[src/rtl/rank_filter_3x3_if.sv]
// Column-in / result-out signal bundle for rank_filter_3x3.
// master drives columns and control; slave is the filter.
interface rank_filter_3x3_if #(
    parameter int PIX_W = 5
) ();
    logic             in_valid;
    logic [PIX_W-1:0] pixel_in0;
    logic [PIX_W-1:0] pixel_in1;
    logic [PIX_W-1:0] pixel_in2;
    logic [1:0]       mode;
    logic             flush;
    logic             out_valid;
    logic [PIX_W-1:0] pixel_out;
    logic             band_done;

    modport master (
        output in_valid, pixel_in0, pixel_in1, pixel_in2, mode, flush,
        input  out_valid, pixel_out, band_done
    );

    modport slave (
        input  in_valid, pixel_in0, pixel_in1, pixel_in2, mode, flush,
        output out_valid, pixel_out, band_done
    );
endinterface

[src/rtl/rank_filter_3x3.sv]
// Sliding 3x3 rank-order filter (median / min / max / centre) over a row band of IMG_W columns.
// Optional macro RANK_FILTER_PIPE_EN adds a register inside the median network (latency 2 edges).
module rank_filter_3x3 #(
    parameter int PIX_W = 5,
    parameter int IMG_W = 16,
    parameter int CNT_W = $clog2(IMG_W)
) (
    input logic              clk,
    input logic              reset,
    rank_filter_3x3_if.slave bus
);
    typedef logic [PIX_W-1:0] pix_t;
    typedef pix_t [2:0]       col_t;
    typedef pix_t [8:0]       win_t;

    localparam logic [CNT_W-1:0] LAST_COL   = CNT_W'(IMG_W - 1);
    localparam logic [CNT_W-1:0] FIRST_FULL = CNT_W'(2);

    function automatic win_t cas(input win_t v, input logic [3:0] a, input logic [3:0] b);
        win_t r = v;
        r[a] = (v[a] > v[b]) ? v[b] : v[a];
        r[b] = (v[a] > v[b]) ? v[a] : v[b];
        return r;
    endfunction

    function automatic pix_t min2(input pix_t a, input pix_t b);
        return (a < b) ? a : b;
    endfunction

    function automatic pix_t max2(input pix_t a, input pix_t b);
        return (a > b) ? a : b;
    endfunction

    // Stages 1-4 of the 19-exchange median network; output is a permutation of the input.
    function automatic win_t net_front(input win_t v);
        win_t s = v;
        s = cas(s, 4'd1, 4'd2); s = cas(s, 4'd4, 4'd5); s = cas(s, 4'd7, 4'd8);
        s = cas(s, 4'd0, 4'd1); s = cas(s, 4'd3, 4'd4); s = cas(s, 4'd6, 4'd7);
        s = cas(s, 4'd1, 4'd2); s = cas(s, 4'd4, 4'd5); s = cas(s, 4'd7, 4'd8);
        s = cas(s, 4'd0, 4'd3); s = cas(s, 4'd5, 4'd8); s = cas(s, 4'd4, 4'd7);
        return s;
    endfunction

    function automatic pix_t net_back(input win_t v);
        win_t s = v;
        s = cas(s, 4'd3, 4'd6); s = cas(s, 4'd1, 4'd4); s = cas(s, 4'd2, 4'd5);
        s = cas(s, 4'd4, 4'd7); s = cas(s, 4'd4, 4'd2); s = cas(s, 4'd6, 4'd4);
        s = cas(s, 4'd4, 4'd2);
        return s[4];
    endfunction

    function automatic pix_t tree_min(input win_t v);
        return min2(min2(min2(v[0], v[1]), min2(v[2], v[3])),
                    min2(min2(v[4], v[5]), min2(min2(v[6], v[7]), v[8])));
    endfunction

    function automatic pix_t tree_max(input win_t v);
        return max2(max2(max2(v[0], v[1]), max2(v[2], v[3])),
                    max2(max2(v[4], v[5]), max2(max2(v[6], v[7]), v[8])));
    endfunction

    col_t             col0_r, col1_r, col2_r, col_in_s;
    logic [CNT_W-1:0] ccnt_r, ccnt_nxt_s;
    logic             accept_s, complete_s, last_s;
    logic             win_vld_r, win_done_r;
    logic [1:0]       win_mode_r;
    win_t             win_s, front_s, back_in_s;
    pix_t             centre_s, result_s;
    logic [1:0]       res_mode_s;
    logic             res_vld_s, res_done_s;
    logic             out_valid_r, band_done_r;
    pix_t             pixel_out_r;

    assign col_in_s   = {bus.pixel_in2, bus.pixel_in1, bus.pixel_in0};
    assign accept_s   = bus.in_valid & ~bus.flush;
    assign last_s     = (ccnt_r == LAST_COL);
    assign complete_s = accept_s & (ccnt_r >= FIRST_FULL);
    assign win_s      = {col2_r, col1_r, col0_r};
    assign front_s    = net_front(win_s);

    // Band column counter: flush restarts, wraps at the last column of the band.
    always_comb begin
        ccnt_nxt_s = ccnt_r;
        if (bus.flush) begin
            ccnt_nxt_s = {CNT_W{1'b0}};
        end else if (accept_s) begin
            ccnt_nxt_s = last_s ? {CNT_W{1'b0}} : ccnt_r + CNT_W'(1);
        end else begin
            ccnt_nxt_s = ccnt_r;
        end
    end

    // Window shift and counter update on each accepted column.
    always_ff @(posedge clk or posedge reset) begin
        if (reset) begin
            col0_r <= {3*PIX_W{1'b0}};
            col1_r <= {3*PIX_W{1'b0}};
            col2_r <= {3*PIX_W{1'b0}};
            ccnt_r <= {CNT_W{1'b0}};
        end else begin
            ccnt_r <= ccnt_nxt_s;
            if (accept_s) begin
                col0_r <= col1_r;
                col1_r <= col2_r;
                col2_r <= col_in_s;
            end
        end
    end

    // Tag the window just captured: complete?, last of band?, and its mode.
    always_ff @(posedge clk or posedge reset) begin
        if (reset) begin
            win_vld_r  <= 1'b0;
            win_done_r <= 1'b0;
            win_mode_r <= 2'b00;
        end else begin
            win_vld_r  <= complete_s;
            win_done_r <= complete_s & last_s;
            if (accept_s) begin
                win_mode_r <= bus.mode;
            end
        end
    end

`ifdef RANK_FILTER_PIPE_EN
    win_t       front_r;
    pix_t       centre_r;
    logic [1:0] pmode_r;
    logic       pvld_r, pdone_r;

    // Mid-network register; min/max are taken after it since the stage keeps the value set.
    always_ff @(posedge clk or posedge reset) begin
        if (reset) begin
            front_r  <= {9*PIX_W{1'b0}};
            centre_r <= {PIX_W{1'b0}};
            pmode_r  <= 2'b00;
            pvld_r   <= 1'b0;
            pdone_r  <= 1'b0;
        end else if (bus.flush) begin
            pvld_r  <= 1'b0;
            pdone_r <= 1'b0;
        end else begin
            pvld_r  <= win_vld_r;
            pdone_r <= win_done_r;
            if (win_vld_r) begin
                front_r  <= front_s;
                centre_r <= win_s[4];
                pmode_r  <= win_mode_r;
            end
        end
    end

    assign back_in_s  = front_r;
    assign centre_s   = centre_r;
    assign res_mode_s = pmode_r;
    assign res_vld_s  = pvld_r;
    assign res_done_s = pdone_r;
`else
    assign back_in_s  = front_s;
    assign centre_s   = win_s[4];
    assign res_mode_s = win_mode_r;
    assign res_vld_s  = win_vld_r;
    assign res_done_s = win_done_r;
`endif

    // Rank selection by the mode sampled with the completing column.
    always_comb begin
        result_s = centre_s;
        case (res_mode_s)
            2'b00:   result_s = net_back(back_in_s);
            2'b01:   result_s = tree_min(back_in_s);
            2'b10:   result_s = tree_max(back_in_s);
            2'b11:   result_s = centre_s;
            default: result_s = centre_s;
        endcase
    end

    // Output register; pixel_out holds between results, flush kills the pending one.
    always_ff @(posedge clk or posedge reset) begin
        if (reset) begin
            out_valid_r <= 1'b0;
            band_done_r <= 1'b0;
            pixel_out_r <= {PIX_W{1'b0}};
        end else if (bus.flush) begin
            out_valid_r <= 1'b0;
            band_done_r <= 1'b0;
        end else begin
            out_valid_r <= res_vld_s;
            band_done_r <= res_done_s;
            if (res_vld_s) begin
                pixel_out_r <= result_s;
            end
        end
    end

    assign bus.out_valid = out_valid_r;
    assign bus.band_done = band_done_r;
    assign bus.pixel_out = pixel_out_r;
endmodule

[src/flat_wrapper.sv]
// flat-port wrapper written by rule: the top's interface ports become plain ports
module rank_filter_3x3_flat 
#(
    parameter int PIX_W = 5,
    parameter int IMG_W = 16,
    parameter int CNT_W = $clog2(IMG_W)
)
  (clk, reset, bus_in_valid, bus_pixel_in0, bus_pixel_in1, bus_pixel_in2, bus_mode, bus_flush, bus_out_valid, bus_pixel_out, bus_band_done);
  rank_filter_3x3_if #(.PIX_W(PIX_W)) bus_i ();
  input logic clk;
  input logic reset;
  input wire logic [$bits(bus_i.in_valid)-1:0] bus_in_valid;
  input wire logic [$bits(bus_i.pixel_in0)-1:0] bus_pixel_in0;
  input wire logic [$bits(bus_i.pixel_in1)-1:0] bus_pixel_in1;
  input wire logic [$bits(bus_i.pixel_in2)-1:0] bus_pixel_in2;
  input wire logic [$bits(bus_i.mode)-1:0] bus_mode;
  input wire logic [$bits(bus_i.flush)-1:0] bus_flush;
  output wire logic [$bits(bus_i.out_valid)-1:0] bus_out_valid;
  output wire logic [$bits(bus_i.pixel_out)-1:0] bus_pixel_out;
  output wire logic [$bits(bus_i.band_done)-1:0] bus_band_done;
  assign bus_i.in_valid = bus_in_valid;
  assign bus_i.pixel_in0 = bus_pixel_in0;
  assign bus_i.pixel_in1 = bus_pixel_in1;
  assign bus_i.pixel_in2 = bus_pixel_in2;
  assign bus_i.mode = bus_mode;
  assign bus_i.flush = bus_flush;
  assign bus_out_valid = bus_i.out_valid;
  assign bus_pixel_out = bus_i.pixel_out;
  assign bus_band_done = bus_i.band_done;
  rank_filter_3x3 #(.PIX_W(PIX_W), .IMG_W(IMG_W), .CNT_W(CNT_W)) u_core (.clk(clk), .reset(reset), .bus(bus_i));
endmodule
[config.mk]
export PLATFORM = sky130hd
export DESIGN_NAME = rank_filter_3x3_flat
export DESIGN_NICKNAME = d
export VERILOG_FILES = /design/src/rtl/rank_filter_3x3_if.sv /design/src/rtl/rank_filter_3x3.sv /design/src/flat_wrapper.sv
export SDC_FILE = /design/constraint.sdc
export NUM_CORES = 1
export LEC_CHECK = 0
export ABC_AREA = 1
export CAP_MARGIN = 20
export CORE_MARGIN = 4
export CORE_UTILIZATION = 35
export CTS_BUF_LIST = sky130_fd_sc_hd__clkbuf_8
export DETAILED_ROUTE_END_ITERATION = 7
export MAX_ROUTING_LAYER = met4
export PLACE_DENSITY = 0.47
export REMOVE_ABC_BUFFERS = 1
export SLEW_MARGIN = 20
export SYNTH_ARGS = -nofsm -noshare
export SYNTH_HDL_FRONTEND = slang
export SYNTH_SLANG_ARGS = --single-unit
export TNS_END_PERCENT = 10
[constraint.sdc]
create_clock -name clk -period 15.8 [get_ports clk]
set_input_delay 3.16 -clock clk [delete_from_list [all_inputs] [get_ports clk]]
set_output_delay 3.16 -clock clk [all_outputs]
set_load 0.01 [all_outputs]
==> impl_results.md, run 1 <==
- Status: complete, no violations
- DRC: 0
- Ys Warns: 0
- Setup WS post-layout: 3.09 ns
- NumNets Final: 1563
- Die Wd: 167 um
- Top post-synthesis cells by area: ha_1, nand2_1, dfrtp_1
- Dpl hpwl: 22200 um
- Hold Buf Count CTS: 0
- Synth area leader: ha_1
- DRT Pass-1 Iters: 6
- RSZ-0062 raised after global routing: false
- Endpoints failing setup: 0
- Commonest non-fill, non-tap cell in the layout: nand2_1
- Routability-driven placement congestion ratio: 0.919
- Core area: 25100 um^2
- Fillers: 2800
- Most frequent cells in the layout: nand2_1, inv_1, ha_1, o21ai_0, nor2_1
- Post-synthesis adder-cell area fraction: 21.5%
- Post-Route WL: 26300 um
- Final design area excluding fillers: 9760 um^2
- Worst clock skew: 0.0115 ns
- Routed wire length per instance: 15.2 um
- Post-CTS Setup Bufs: 0
- Area growth, synth to finish: 9.79%
- Busiest grt layer: met2
- Setup tns final: 0 ns
- Row count: 58
- Overall global routing resource usage: 19.4%
- Num CTS Buffers: 9
- # port buffers: 27
- CTS sink count: 60
- Die H: 167 um
- Die Area: 28000 um^2
- First-pass GRT wire length: 42600 um
- CTS tree: done
- CTS Buffer Depth: 2
- Initial antenna violation count: 0
- Bufs and invs on worst path: 12
- Mean area per synthesized cell: 6.52 um^2
- Crit path max fanout: 15
- Synth Instances: 1363
- Simple-gate share of the synthesized area: 29.5%
- Vias in the first global route: 7871
- CP required: 16.06 ns
- Dpl ws: 3.14 ns
- Met3 Usage GRT: 2.41%
- Grt met1 use: 27.1%
- Via density: 4.90
- Yosys top cell area share: 21.5%
- Relative slew margins: 31.3%
- Met2 Use GR: 30.4%
- R2R Setup Slk: 3.09 ns
- Worst-margin pin slew: 1.03 ns
- Post_cts resized: 0
- Max Clock Freq: 0.0787 GHz
- # Max-Cap Violations: 0
- Sequential cell area fraction in the yosys report: 16.9%
- Final min period: 12.71 ns
- Final Slew Violations: 0
- Largest net degree at the start of global routing: 85
- Critical path class: reg -> reg
- Synth Area in XOR/XNOR: 0.0985%
- Hold/Removal Path Class: reg -> reg
- Vias: 8446
- Tcrit/Tclk final: 80.4%
- Ports: 28
- Mux cell area share after synthesis: 0.661%
- Clk_lat worst skew: 0.36 ns
- CP dominant cell by count: nand2_1
- Layout cells sized above 1: 10.2%
- Syn Std Cell Area: 8890 um^2
- Complex-gate fraction of the synthesized area: 22.4%
- Fin. Hold Viols: 0
- Antenna viol nets, final: 0
- Largest family of logic cells by synthesized area: simple AND/OR/NAND/NOR gates
- CP top delay family: simple AND/OR/NAND/NOR gates
- #FFs+latches synth: 60
- Clk root buf: clkbuf_8
- # H-tree levels: 3
- Initial Util: 35.4%
- Total gr overflow: 0
- Clk slew on worst S/H paths: 0.08 ns
- Total placed instance area: 9540 um^2
- Data arrival time of the worst path: 12.97 ns
- Yosys cell types: 51
- Detailed router's first-iteration violation count: 467
- Worst setup SP type: register
- Crit-path max cell delay: 0.50 ns
- Slowest-stage cell, CP: a32oi_1
- Crit. End Element: register
- Diodes inserted: 0
metal layers:
layer  up-vias  share of wire, %
met4         0               1.7
met2       103                44
met5         -                 0
met1      3728                52
met3        20               3.0
li1       4595                 -
metrics by stage:
stage	util, %	hold WS (ns)	cells
after floorplan	-	0.434	1343
after global placement	38.0	0.437	1708
after detailed placement	38.0	0.450	1708
after CTS	38.9	0.470	1724
after global routing	38.9	0.484	1724
final	38.9	0.468	1724
layout make-up:
class / instances / area (um^2) / share of cell area (%)
clock inverters: 7 / 98.8 / 1.01
repair buffers: 35 / 330 / 3.38
well taps: 330 / 413 / 4.23
flip-flops and latches: 60 / 1500 / 15.4
inverters: 183 / 687 / 7.03
multi-input cells: 1100 / 6610 / 67.7
clock buffers: 9 / 124 / 1.27
worst paths after layout:
kind / from / to / cells past startpoint
worst max-delay path: u_core.col2_r[9]$_DFFE_PP0P_ / u_core.bus.pixel_out[1]$_DFFE_PP0P_ / 81
worst min-delay path: u_core.res_done_s$_DFF_PP0_ / u_core.bus.band_done$_DFF_PP0_ / 2
worst max register to register: u_core.col2_r[9]$_DFFE_PP0P_ / u_core.bus.pixel_out[1]$_DFFE_PP0P_ / 81
worst min register to register: u_core.res_done_s$_DFF_PP0_ / u_core.bus.band_done$_DFF_PP0_ / 2
max in group asynchronous: reset / u_core.res_mode_s[0]$_DFFE_PP0P_ / 3
min in group asynchronous: reset / u_core.ccnt_r[1]$_DFFE_PP0P_ / 3
logic make-up (layout without fill, tap and decap cells):
family / after synthesis / count (layout)
compound gates: 329 / 329
mux: 3 / 3
xor+xnor: 1 / 1
fa+ha+maj: 153 / 153
flops: 60 / 60
buf+inv: 203 / 234
simple gates: 614 / 614
cell usage after synthesis, drive strengths merged:
library cell  instances
o22ai                 2
o21a                 10
and2                  5
mux2i                 3
nor4                  6
a32oi                 4
o21bai                7
nor2                 65
ha                  153
buf                   9
nor3                 16
a211oi                4
inv                 183
nand4                 4
nand2               455
nor3b                 1
nand3                50
o2111ai               1
or2                  12
a21o                  1
a31oi                 4
a21boi                4
xor2                  1
o311ai                1
dfrtp                60
clkbuf               11
a21oi                60
o211ai                3
o21ai               225
a2111oi               3
worst register-to-register path: cells and delay by family, from the launching register on:
kind	cells	cell delay, ns
AOI/OAI and AO/OA	15	3.02
adders and majority gates	9	2.60
buffers and inverters	12	1.08
DFF	1	0.45
and+or+nand+nor	45	5.51
registers in the layout, indices dropped and copies added (netlist names):
register and count:
u_core.res_done_s 1, u_core.bus.out_valid 1, u_core.col0_r 15, u_core.col2_r 15
u_core.res_vld_s 1, u_core.bus.pixel_out 5, u_core.res_mode_s 2, u_core.bus.band_done 1
u_core.col1_r 10, u_core.ccnt_r 4, u_core.centre_s 5
Power of run 1 is left out: the tool's default activity adds up to more than one toggle a clock period on the data nets, which glitch-free logic cannot reach.
==> run 2: changes to the inputs <==
==> constraint.sdc (replaced) <==
create_clock -name clk -period 12.2 [get_ports clk]
set_input_delay 2.44 -clock clk [delete_from_list [all_inputs] [get_ports clk]]
set_output_delay 2.44 -clock clk [all_outputs]
set_load 0.01 [all_outputs]
==> run 2 against run 1 <==
  * Sequential share of layout area down 0.64 points
  * Critical path depth grew 2
  * Via count rose by 1.9%
  * Clock skew is 0.00079 ns lower
  * Non-clock buffer count grew 29
  * Critical path type unchanged
  * Final cell count grew 1.9%
  * Largest cell class unchanged
==> impl_results.md, run 2 (synthesized netlist as in run 1, its figures left out) <==
- Core area: 25100 um^2 (unchanged)
- Crit path depth: 83 (+2.5%)
- CTS tree: done
- # port buffers: 27 (unchanged)
- Die Wd: 167 um (unchanged)
- Vias: 8606 (+1.9%)
- Crit Reg-Reg Startpoint: u_core.centre_s[3]$_DFFE_PP0P_
- R2R depth: 83 (+2.5%)
- Largest net degree at the start of global routing: 85 (unchanged)
- Clk_lat worst skew: 0.37 ns (about the same)
- Routed wire length per instance: 15.6 um (+2.6%)
- Final min period: 11.28 ns (-1.43 ns)
- Row count: 58 (unchanged)
- Area growth, synth to finish: 14.5%
- Worst setup SP type: register
- Post-Route WL: 27500 um (+4.5%)
- Final design area excluding fillers: 10200 um^2 (+4.3%)
- Hold path cells: 2 (unchanged)
- DRT Pass-1 Iters: 5 (-1)
- DRC: 0 (unchanged)
- Ports: 28 (unchanged)
- Fin. Hold Viols: 0 (unchanged)
- Status: complete, no violations
- Clk slew on worst S/H paths: 0.09 ns (about the same)
- Crit-path max cell delay: 0.46 ns (-0.04 ns)
- CTS Buffer Depth: 2 (unchanged)
- Final Slew Violations: 0 (unchanged)
- Tcrit/Tclk final: 92.5% (+12 points)
- Total placed instance area: 9690 um^2 (+1.6%)
- Critical path origin: u_core.centre_s[3]$_DFFE_PP0P_
- Relative slew margins: 45.6% (+14 points)
- Num CTS Buffers: 9 (unchanged)
- Hold Buf Count CTS: 0 (unchanged)
- Initial antenna violation count: 0 (unchanged)
- Data arrival time of the worst path: 11.54 ns (-1.43 ns)
- Fillers: 2747 (-1.9%)
- CTS sink count: 60 (unchanged)
- CP dominant cell by count: nand2_1
- Bufs and invs on worst path: 14 (+2)
- CP required: 12.46 ns (-3.60 ns)
- Max Clock Freq: 0.0886 GHz (+13%)
- Via density: 4.90 (about the same)
- CP top delay family: simple AND/OR/NAND/NOR gates
- Clk root buf: clkbuf_8
- Dpl hpwl: 22700 um (+2.6%)
- Crit path max fanout: 8 (-7)
- Hold/Removal Path Class: reg -> reg
- Commonest non-fill, non-tap cell in the layout: nand2_1
- Most frequent cells in the layout: nand2_1, inv_1, ha_1, o21ai_0, dfrtp_1
- Crit. End Element: register
- # Max-Cap Violations: 0 (unchanged)
- Critical path class: reg -> reg
- Endpoints failing setup: 0 (unchanged)
- Worst clock skew: 0.0107 ns (-0.000788 ns)
- Utilization after layout: 40.6% (+1.7 points)
- Total gr overflow: 0 (unchanged)
- Hold Startpoint: u_core.col1_r[11]$_DFFE_PP0P_
- # H-tree levels: 3 (unchanged)
- Worst-margin pin slew: 0.816 ns (-0.212 ns)
- Antenna viol nets, final: 0 (unchanged)
- Routability-driven placement congestion ratio: 0.870 (-5.3%)
- Die H: 167 um (unchanged)
- Die Area: 28000 um^2 (unchanged)
- Initial Util: 35.4% (unchanged)
- Slowest-stage cell, CP: dfrtp_1
- Overall global routing resource usage: 19.7% (+0.30 points)
- Largest regs: u_core.col0_r: 15 flops, u_core.col2_r: 15 flops, u_core.col1_r: 10 flops
- First-pass GRT wire length: 43000 um (+0.92%)
- NumNets Final: 1596 (+2.1%)
- Vias in the first global route: 7979 (+1.4%)
- Layout cells sized above 1: 14.2% (+4.0 points)
- Diodes inserted: 0 (unchanged)
- Detailed router's first-iteration violation count: 453 (-3.0%)
run 2: changes by cell type in the layout (fill, tap and decap cells not counted), sizes merged:
cell,delta
a21oi,+1
bufinv,-1
nand2,+3
clkinv,-3
buf,+29
clkinvlp,+1
inv,+3
run 2: area by class of cell:
class	count	area, um^2	share of cell area [%]
multi-input cells	1104	6820	66.9
flip-flops and latches	60	1500	14.7
inverters	183	687	6.74
repair buffers	64	561	5.50
well taps	330	413	4.05
clock buffers	9	124	1.22
clock inverters	7	82.6	0.811
run 2: per-layer routing:
layer	wire, um	vias up	share of wire [%]	GRT usage, %
met4	418	0	1.5	3.92
li1	-	4659	-	-
met1	13900	3811	51	27.5
met3	763	22	2.8	1.94
met2	12300	114	45	31.3
met5	0	-	0	-
run 2: through the flow:
step / std cells / setup TNS [ns] / hold WS, ns / setup WS, ns
global placement: 1728 / 0 / 0.446 / 0.172
finish: 1757 / 0 / 0.478 / 0.917
CTS: 1744 / 0 / 0.484 / 0.152
detailed placement: 1728 / 0 / 0.456 / 0.0684
floorplan: 1343 / 0 / 0.434 / 1.04
global route: 1757 / -0.206 / 0.512 / -0.0801
run 2: worst register-to-register path: cells and delay by family, from the launching register on:
| kind | cells | cell delay [ns] |
|---|---|---|
| flip-flops | 1 | 0.46 |
| adder cells (fa/ha/maj) | 9 | 2.55 |
| AO/OA/AOI/OAI | 16 | 2.24 |
| AND/OR/NAND/NOR | 44 | 4.56 |
| buffers and inverters | 14 | 1.41 |
run 2: repair_timing:
item,CTS,global route
setup endpoints to repair,3,5
gates cloned,0,4
resized for setup,1,44
setup buffers,0,9
pin swaps,0,8
run 2: worst paths after layout:
check | to | slack, ns
setup / recovery | u_core.bus.pixel_out[2]$_DFFE_PP0P_ | 0.92
hold / removal | u_core.col0_r[11]$_DFFE_PP0P_ | 0.48
setup reg to reg | u_core.bus.pixel_out[2]$_DFFE_PP0P_ | 0.92
hold reg to reg | u_core.col0_r[11]$_DFFE_PP0P_ | 0.48
max in group asynchronous | u_core.bus.pixel_out[0]$_DFFE_PP0P_ | 9.03
min in group asynchronous | u_core.col2_r[10]$_DFFE_PP0P_ | 2.62
Power of run 2 is left out for the same reason.
==> run 3: changes to the inputs <==
--- a/config.mk
+++ b/config.mk
@@ -7,9 +7,10 @@
 export LEC_CHECK = 0
 export ABC_AREA = 1
 export CAP_MARGIN = 20
-export CORE_MARGIN = 4
+export CORE_MARGIN = 8
 export CORE_UTILIZATION = 35
 export CTS_BUF_LIST = sky130_fd_sc_hd__clkbuf_8
+export CTS_CLUSTER_SIZE = 8
 export DETAILED_ROUTE_END_ITERATION = 7
 export MAX_ROUTING_LAYER = met4
 export PLACE_DENSITY = 0.47
==> run 3 against run 2 <==
  * Flip-flop and latch count unchanged
  * Via count up 2.2%
  * Count of clock-buffer cells in the layout grew 1
  * Global-route usage decreased by 1.1 points
  * Non-clock buffer count grew 24
  * Final area increased by 1.9%
  * Register-to-register slack is essentially flat
  * Die area grew 9.8%
  * Final cell count is 1.3% higher
  * First-iteration DRC count increased by 2.2%
  * Sequential share of layout area fell by 0.28 points
  * Critical endpoint unchanged
  * Highest routed layer unchanged
==> impl_results.md, run 3 (synthesized netlist as in run 1, its figures left out) <==
- Relative slew margins: 44.8% (-0.78 points)
- Total gr overflow: 0 (unchanged)
- Crit Reg-Reg Startpoint: u_core.col2_r[9]$_DFFE_PP0P_
- Clk slew on worst S/H paths: 0.08 ns (about the same)
- # port buffers: 27 (unchanged)
- Crit path max fanout: 8 (unchanged)
- Data arrival time of the worst path: 11.54 ns (about the same)
- Die Wd: 175 um (+4.8%)
- DRC: 0 (unchanged)
- Routability-driven placement congestion ratio: 0.892 (+2.5%)
- Die H: 175 um (+4.8%)
- WHS Endpoint: u_core.bus.band_done$_DFF_PP0_
- CP required: 12.45 ns (about the same)
- Fillers: 2737 (-0.36%)
- Fin. Hold Viols: 0 (unchanged)
- Ports: 28 (unchanged)
- Row count: 58 (unchanged)
- Antenna viol nets, final: 0 (unchanged)
- Num CTS Buffers: 9 (unchanged)
- Hold Startpoint: u_core.res_done_s$_DFF_PP0_
- Critical path class: reg -> reg
- CP top delay family: simple AND/OR/NAND/NOR gates
- Commonest non-fill, non-tap cell in the layout: nand2_1
- Final design area excluding fillers: 10400 um^2 (+1.9%)
- Crit. End Element: register
- Final min period: 11.29 ns (+0.00786 ns)
- Max Clock Freq: 0.0886 GHz (about the same)
- Most frequent cells in the layout: nand2_1, inv_1, ha_1, o21ai_0, buf_4
- Clk root buf: clkbuf_8
- # H-tree levels: 3 (unchanged)
- Setup WS post-layout: 0.910 ns (-0.00786 ns)
- Overall global routing resource usage: 18.6% (-1.1 points)
- Worst setup SP type: register
- Dpl ws: -0.0202 ns (-0.0886 ns)
- Total placed instance area: 9740 um^2 (+0.54%)
- CTS sink count: 60 (unchanged)
- Utilization after layout: 41.5% (+0.90 points)
- Area growth, synth to finish: 16.7%
- Worst-margin pin slew: 0.828 ns (+0.0117 ns)
- Hold path cells: 2 (unchanged)
- NumNets Final: 1618 (+1.4%)
- Die Area: 30800 um^2 (+9.8%)
- Detailed router's first-iteration violation count: 463 (+2.2%)
- CTS tree: done
- Worst clock skew: 0.00927 ns (-0.00140 ns)
- Slowest-stage cell, CP: dfrtp_1
- Via density: 4.94 (+0.85%)
- Initial antenna violation count: 1 (+1)
- Vias in the first global route: 8155 (+2.2%)
- R2r endpoint: u_core.bus.pixel_out[2]$_DFFE_PP0P_
- Endpoints failing setup: 0 (unchanged)
- Bufs and invs on worst path: 14 (unchanged)
- # Max-Cap Violations: 0 (unchanged)
- Critical path origin: u_core.col2_r[9]$_DFFE_PP0P_
- CP dominant cell by count: nand2_1
- Initial Util: 35.5% (+0.10 points)
- DRT Pass-1 Iters: 5 (unchanged)
- Non-Filler Instances: 1780 (+1.3%)
- Post-Route WL: 27900 um (+1.5%)
- First-pass GRT wire length: 44100 um (+2.6%)
- Vias: 8793 (+2.2%)
- Tcrit/Tclk final: 92.5% (about the same)
- Final Slew Violations: 0 (unchanged)
- Layout cells sized above 1: 15.6% (+1.4 points)
- Crit-path max cell delay: 0.45 ns (about the same)
- Hold/Removal Path Class: reg -> reg
- R2R depth: 80 (-3.6%)
- R2R Setup Slk: 0.91 ns (about the same)
- Dpl cells: 1735 (+0.41%)
- Core area: 25000 um^2 (-0.29%)
- Routed wire length per instance: 15.7 um (+0.15%)
- Dpl hpwl: 23100 um (+1.4%)
- Largest net degree at the start of global routing: 85 (unchanged)
- Largest regs: u_core.col0_r: 15 flops, u_core.col2_r: 15 flops, u_core.col1_r: 10 flops
- CTS Buffer Depth: 2 (unchanged)
- Status: complete, no violations
- Clk_lat worst skew: 0.36 ns (about the same)
run 3: cell types whose count changed in the layout (fill, tap and decap cells not counted), moves of 2 or more:
cell     change
buf_4       +25
inv_1        -3
inv_2        +4
inv_6        -2
nand2_2      -3
nand2_4      +2
nor2_2       -2
o21ai_2      -3
o21ai_4      +2
run 3: worst max path at each step:
stage	slack, ns	cells past startpoint	endpoint
2_1_floorplan	1.04	82	u_core.bus.pixel_out[1]$_DFFE_PP0P_
3_3_place_gp	0.15	83	u_core.bus.pixel_out[2]$_DFFE_PP0P_
3_5_place_dp	-0.02	83	u_core.bus.pixel_out[2]$_DFFE_PP0P_
4_1_cts	0.11	83	u_core.bus.pixel_out[2]$_DFFE_PP0P_
5_1_grt	-0.13	84	u_core.bus.pixel_out[3]$_DFFE_PP0P_
6_report	0.91	80	u_core.bus.pixel_out[2]$_DFFE_PP0P_
run 3: worst reg2reg max path: cells and delay by family, from the launching register on:
| kind | cells | cell delay [ns] |
|---|---|---|
| buffers and inverters | 14 | 1.27 |
| AND/OR/NAND/NOR | 38 | 4.45 |
| adder cells (fa/ha/maj) | 9 | 2.63 |
| flip-flops | 1 | 0.45 |
| AO/OA/AOI/OAI | 19 | 2.41 |
run 3: layer usage:
metal  wire, um  track usage (%)
met1      13800             25.2
met2      12500             29.0
met3       1060             2.38
met4        512             4.42
met5          0                -
run 3: area by class of cell:
cell class | count | area [um^2] | share of cell area [%]
clock buffers | 10 | 138 | 1.33
repair buffers | 88 | 728 | 7.01
clock inverters | 6 | 87.6 | 0.844
diodes | 1 | 2.50 | 0.0241
flip-flops and latches | 60 | 1500 | 14.5
multi-input cells | 1102 | 6830 | 65.7
inverters | 183 | 687 | 6.62
well taps | 330 | 413 | 3.98
run 3: metrics by stage:
step                      setup TNS, ns  hold slack, ns
after detailed placement        -0.0203           0.464
after global routing             -0.398           0.521
after floorplan                       0           0.434
after CTS                             0           0.483
after global placement                0           0.455
final                                 0           0.470
run 3: timing repair:
action,in CTS,in global routing
endpoints found under the setup margin,5,5
hold buffers,0,0
setup buffers,0,26
pin swaps,0,14
cloned,0,2
gates resized for setup,1,50
Power of run 3 is left out for the same reason.
